$ cat src/rtl/adder_pkg.sv
// Shared definitions for the sequential multi-operand adder.
// Holds the control FSM state encoding used by seq_multi_operand_adder.
package adder_pkg;

    // IDLE : waiting for the first beat of a transfer
    // ACCUM: transfer open, summing further beats
    // HOLD : result presented on out_*, waiting for the output handshake
    typedef enum logic [1:0] {
        IDLE  = 2'd0,
        ACCUM = 2'd1,
        HOLD  = 2'd2
    } state_t;

endpackage

$ cat src/rtl/rca_nbit.sv
// Ripple-carry adder, N bits wide, built from a chain of full adders.
// Ports:
//   A, B : N-bit addends
//   Cin  : carry into bit 0
//   S    : N+1-bit result, S[N] is the carry out of the top bit
module rca_nbit #(
    parameter int N = 16
) (
    input  logic [N-1:0] A,
    input  logic [N-1:0] B,
    input  logic         Cin,
    output logic [N:0]   S
);

    logic [N:0] carry;

    assign carry[0] = Cin;

    generate
        for (genvar gi = 0; gi < N; gi++) begin : g_fa
            assign S[gi]        = A[gi] ^ B[gi] ^ carry[gi];
            assign carry[gi+1]  = (A[gi] & B[gi]) | (carry[gi] & (A[gi] ^ B[gi]));
        end
    endgenerate

    assign S[N] = carry[N];

endmodule

$ cat src/rtl/seq_multi_operand_adder.sv
// Sequential multi-operand adder. Accepts a stream of unsigned operand beats
// (valid/ready), sums them plus a carry-in taken from the first beat, and
// presents the total, the operand count and an overflow-of-operands error
// flag on a valid/ready output port.
// Ports:
//   clk, rst_n            : clock, asynchronous active-low reset
//   in_valid/in_ready     : operand beat handshake
//   in_data, in_last, cin : operand, end-of-transfer marker, carry-in (first beat only)
//   out_valid/out_ready   : result handshake
//   out_sum               : sum of all operands plus cin
//   out_count             : number of operands in the transfer
//   out_err               : transfer closed at MAX_OPS without in_last
module seq_multi_operand_adder
    import adder_pkg::*;
#(
    parameter int WIDTH   = 16,
    parameter int MAX_OPS = 8,
    localparam int SUM_W  = WIDTH + $clog2(MAX_OPS),
    localparam int CNT_W  = $clog2(MAX_OPS + 1)
) (
    input  logic             clk,
    input  logic             rst_n,
    input  logic             in_valid,
    output logic             in_ready,
    input  logic [WIDTH-1:0] in_data,
    input  logic             in_last,
    input  logic             cin,
    output logic             out_valid,
    input  logic             out_ready,
    output logic [SUM_W-1:0] out_sum,
    output logic [CNT_W-1:0] out_count,
    output logic             out_err
);

    state_t             state_reg, state_next;
    logic [SUM_W-1:0]   acc_reg, acc_next;
    logic [CNT_W-1:0]   count_reg, count_next;
    logic               err_reg, err_next;
    logic               valid_reg, valid_next;
    // Keeps in_ready low until the first edge after reset release.
    logic               ready_en_reg;

    logic               accept;
    logic               start;
    logic [SUM_W-1:0]   add_a;
    logic [SUM_W-1:0]   add_b;
    logic               add_cin;
    logic [SUM_W:0]     add_sum;
    logic [CNT_W-1:0]   count_inc;
    logic               at_max;
    logic               unused_carry;

    // Any beat accepted outside ACCUM opens a fresh transfer (from IDLE, or
    // from HOLD on the same edge that retires the previous result).
    assign accept  = in_valid && in_ready;
    assign start   = (state_reg != ACCUM);

    assign add_a   = start ? '0 : acc_reg;
    assign add_b   = SUM_W'(in_data);
    assign add_cin = start ? cin : 1'b0;

    rca_nbit #(
        .N   (SUM_W)
    ) u_rca (
        .A   (add_a),
        .B   (add_b),
        .Cin (add_cin),
        .S   (add_sum)
    );

    // SUM_W is sized so the carry out of the top bit is always zero.
    assign unused_carry = add_sum[SUM_W];

    assign count_inc = start ? CNT_W'(1) : count_reg + CNT_W'(1);
    assign at_max    = (count_inc == CNT_W'(MAX_OPS));

    always_comb begin
        in_ready   = 1'b0;
        state_next = state_reg;
        acc_next   = acc_reg;
        count_next = count_reg;
        err_next   = err_reg;
        valid_next = valid_reg;

        case (state_reg)
            IDLE:    in_ready = ready_en_reg;
            ACCUM:   in_ready = 1'b1;
            HOLD:    in_ready = out_ready;
            default: in_ready = 1'b0;
        endcase

        if (accept) begin
            acc_next   = add_sum[SUM_W-1:0];
            count_next = count_inc;
            err_next   = at_max && !in_last;
            if (in_last || at_max) begin
                state_next = HOLD;
                valid_next = 1'b1;
            end else begin
                state_next = ACCUM;
                valid_next = 1'b0;
            end
        end else if (state_reg == HOLD && out_ready) begin
            state_next = IDLE;
            valid_next = 1'b0;
        end
    end

    always_ff @(posedge clk or negedge rst_n) begin
        if (!rst_n) begin
            state_reg    <= IDLE;
            acc_reg      <= '0;
            count_reg    <= '0;
            err_reg      <= 1'b0;
            valid_reg    <= 1'b0;
            ready_en_reg <= 1'b0;
        end else begin
            state_reg    <= state_next;
            acc_reg      <= acc_next;
            count_reg    <= count_next;
            err_reg      <= err_next;
            valid_reg    <= valid_next;
            ready_en_reg <= 1'b1;
        end
    end

    // The accumulator registers double as the result registers: they only
    // change on an accepted beat, which in HOLD coincides with retirement.
    assign out_valid = valid_reg;
    assign out_sum   = acc_reg;
    assign out_count = count_reg;
    assign out_err   = err_reg;

endmodule

$ cat config.mk
export PLATFORM = sky130hd
export DESIGN_NAME = seq_multi_operand_adder
export DESIGN_NICKNAME = d
export VERILOG_FILES = /design/src/rtl/adder_pkg.sv /design/src/rtl/rca_nbit.sv /design/src/rtl/seq_multi_operand_adder.sv
export SDC_FILE = /design/constraint.sdc
export NUM_CORES = 1
export LEC_CHECK = 0
export CAP_MARGIN = 30
export CORE_ASPECT_RATIO = 0.6
export CORE_MARGIN = 2
export CORE_UTILIZATION = 25
export DETAILED_ROUTE_END_ITERATION = 16
export PLACE_DENSITY = 0.46
export SLEW_MARGIN = 20
export SYNTH_ARGS = -nofsm -noshare
export SYNTH_HDL_FRONTEND = slang
export SYNTH_SLANG_ARGS = --single-unit
export TNS_END_PERCENT = 10
$ cat constraint.sdc
create_clock -name clk -period 11.65 [get_ports clk]
set_clock_uncertainty 0.05 [all_clocks]
set_input_delay 1.165 -clock clk [delete_from_list [all_inputs] [get_ports clk]]
set_output_delay 1.165 -clock clk [all_outputs]
set_load 0.03 [all_outputs]
==> run_results.csv <==
group,metric,value,unit
run_status,outcome,"complete, no violations",
yosys,syn_inst,132,
floorplan,die_h,66.87,um
clock_tree,cts_buffer_depth,2,
clock_tree,ctsResizeCount,0,
cells_and_area,final_cell_mix,"clkdlybuf4s50_1 (47), dfrtp_1 (27), mux2_2 (16), fa_1 (16), and2_1 (15)",
setup_path,worst-r2r-setup-slack,3.94,ns
placement,dp.cells,261,
yosys,synth_warnings,0,
clock_tree,cts_buffers,3,
route,drt_iter0_drc,39,
hold_path,hold_path_class,"reg2reg",
power_and_ir_drop,ir_worst_vdd,0.08623,mV
yosys,synth_top_area_share,0.4103,
yosys,yosys.area.top_type,"dfrtp_1",
grt,grt_pass1_vias,1229,
cells_and_area,fin_util,0.3604,
sta,min_period_over_period,0.6970,
yosys,synth_area_leaders,"dfrtp_1 (41%), fa_1 (19%), mux2_2 (11%)",
sta,setup_viol,0,
setup_path,r2r_start,"state_reg[1]",
floorplan,rows,22,
floorplan,die_w,108.8,um
yosys,synth_edf_count,0,
cells_and_area,syn_to_final_growth,36.78,%
yosys,syn_area,1647,um2
floorplan,die_area,7273,um2
hold_path,hp-start,"out_sum[13]",
sta,final.min_clock_period,8.120,ns
setup_path,cp-end-kind,"flop",
placement,gp_congestion,0.7528,
placement,io_buffers,47,
setup_path,reg2reg_depth,26,
clock_tree,clk_latency,0.27,ns
grt,grtUsageTotal,0.1077,
grt,grt_first_pass_wirelength,5961,um
cells_and_area,final_nets,223,
clock_tree,path_clk_slew,0.09,ns
cells_and_area,largest_register_ffs,19,
power_and_ir_drop,static-leakage-power,0.9588,nW
cells_and_area,fin_cells,265,
setup_path,cp_max_fo,1,
yosys,synth_nets,173,
yosys,ys_seq_elements,27,
hold_path,worstHoldEndpoint,"out_sum[13]",
hold_path,min_path_cells,1,
yosys,synth_seq_area_share,0.4103,
yosys,postSynth.asyncResetShare,1.000,
grt,grt_overflow,0,
yosys,synth_cell_types,29,
clock_tree,cts_max_level,1,
grt,antenna_found_initial,0,
sta,hold_violations,0,
setup_path,path_class,"in2reg",
route,wl_per_cell,13.09,um
route,totalWireLength,3468,um
sta,finalSetupTns,0,ns
placement,hpwl,2627,um
cells_and_area,insertedDiodeCount,0,
grt,grt_max_degree,32,
clock_tree,root_buffer,"clkbuf_8",
sta,fmax,123.1,MHz
setup_path,start_kind,"primary input",
clock_tree,tritoncts,"built",
cells_and_area,drive_gt1_frac,0.1381,
route,vias,1124,
run,drv_cap,0,
floorplan,coreArea,6248,um2
yosys,syn_avg_cell_area,12.47,um2
clock_tree,cts_sinks,27,
route,ant_nets,0,
route,drcViolationCount,0,
floorplan,initial_core_util,0.2635,
route,via_per_inst,4.242,
yosys,synthFlopType,"dfrtp_1",
clock_tree,cts_setup_buffers,0,
setup_path,timing.rr.end,"out_sum[17]",
setup_path,critical_path_arrival,8.23,ns
floorplan,io_pins,48,
sta,rsz0062_at_grt,"false",
route,dr.pass1.iters,4,
power_and_ir_drop,powerDensity,240.3,nW/um2
clock_tree,ctsHoldBuffers,0,
cells_and_area,layout_commonest_cell,"clkdlybuf4s50_1",
setup_path,required,11.76,ns
power_and_ir_drop,finalPower,541.2,uW
sta,maxSlewViolCount,0,
[routing by layer]
metal,vias to the layer above,share of wire,track usage
met3,2,0.062,0.02838
met2,32,0.46,0.1805
met1,561,0.48,0.1439
li1,529,-,-
met5,-,0,0
met4,0,0.0029,0.01442
[stage by stage]
step / area (um2) / setup WS (ns) / hold slack, ns
2_1_floorplan: 1647 / 3.954 / 0.5136
3_3_place_gp: 2207 / 3.303 / 0.4483
3_5_place_dp: 2207 / 3.187 / 0.4553
4_1_cts: 2252 / 3.489 / 0.4811
5_1_grt: 2252 / 3.219 / 0.4934
6_report: 2252 / 3.530 / 0.4751
[kinds of logic (layout without fill, tap and decap cells)]
| group | after synthesis | in the layout | share of synthesized area |
|---|---|---|---|
| and+or+nand+nor | 34 | 34 | 0.1261 |
| DFF | 27 | 27 | 0.4103 |
| muxes | 20 | 20 | 0.1345 |
| adders and majority gates | 19 | 19 | 0.2173 |
| buffers and inverters | 18 | 67 | 0.05244 |
| AOI/OAI and AO/OA | 13 | 13 | 0.05699 |
| other | 1 | 1 | 0.002277 |
[cell usage after synthesis, types with 2 or more instances]
cell type / count
dfrtp_1: 27
fa_1: 16
mux2_2: 16
and2_1: 15
inv_1: 13
a21oi_1: 5
nand2_1: 4
nand3_1: 4
nor2b_1: 4
ha_1: 3
mux2i_1: 3
o21ai_0: 3
buf_6: 2
clkbuf_1: 2
[worst max-delay path by stage]
| stage | to | startpoint |
|---|---|---|
| 2_1_floorplan | out_sum[17] | cin |
| 3_3_place_gp | out_sum[17] | cin |
| 3_5_place_dp | out_sum[17] | cin |
| 4_1_cts | out_sum[17] | cin |
| 5_1_grt | out_sum[17] | cin |
| 6_report | out_sum[17] | cin |
[critical path: stages]
cell and delay (ns):
clkdlybuf4s50_1 0.40, nor2b_1 0.15, fa_1 0.37, inv_1 0.07, fa_1 0.16, inv_1 0.05
fa_1 0.38, fa_1 0.39, fa_1 0.39, fa_1 0.39, fa_1 0.39, fa_1 0.39
fa_1 0.38, fa_1 0.39, fa_1 0.39, fa_1 0.39, fa_1 0.39, fa_1 0.38
inv_1 0.09, fa_1 0.19, fa_1 0.18, inv_1 0.05, ha_1 0.19, ha_1 0.26
mux2_2 0.26
[report_power, final]
group	switching [mW]	internal [mW]
registers	0.0329	0.132
clock network	0.0289	0.0245
logic	0.172	0.151
total	0.234	0.307
[final cells by class]
| class | instances | area [um2] |
|---|---|---|
| repair buffers | 50 | 493.0 |
| flip-flops and latches | 27 | 675.6 |
| fillers | 634 | 3996 |
| inverters | 13 | 48.80 |
| well taps | 84 | 105.1 |
| clock buffers | 4 | 45.04 |
| multi-input cells | 87 | 884.6 |
No activity file was read; power rests on OpenSTA's default activity.
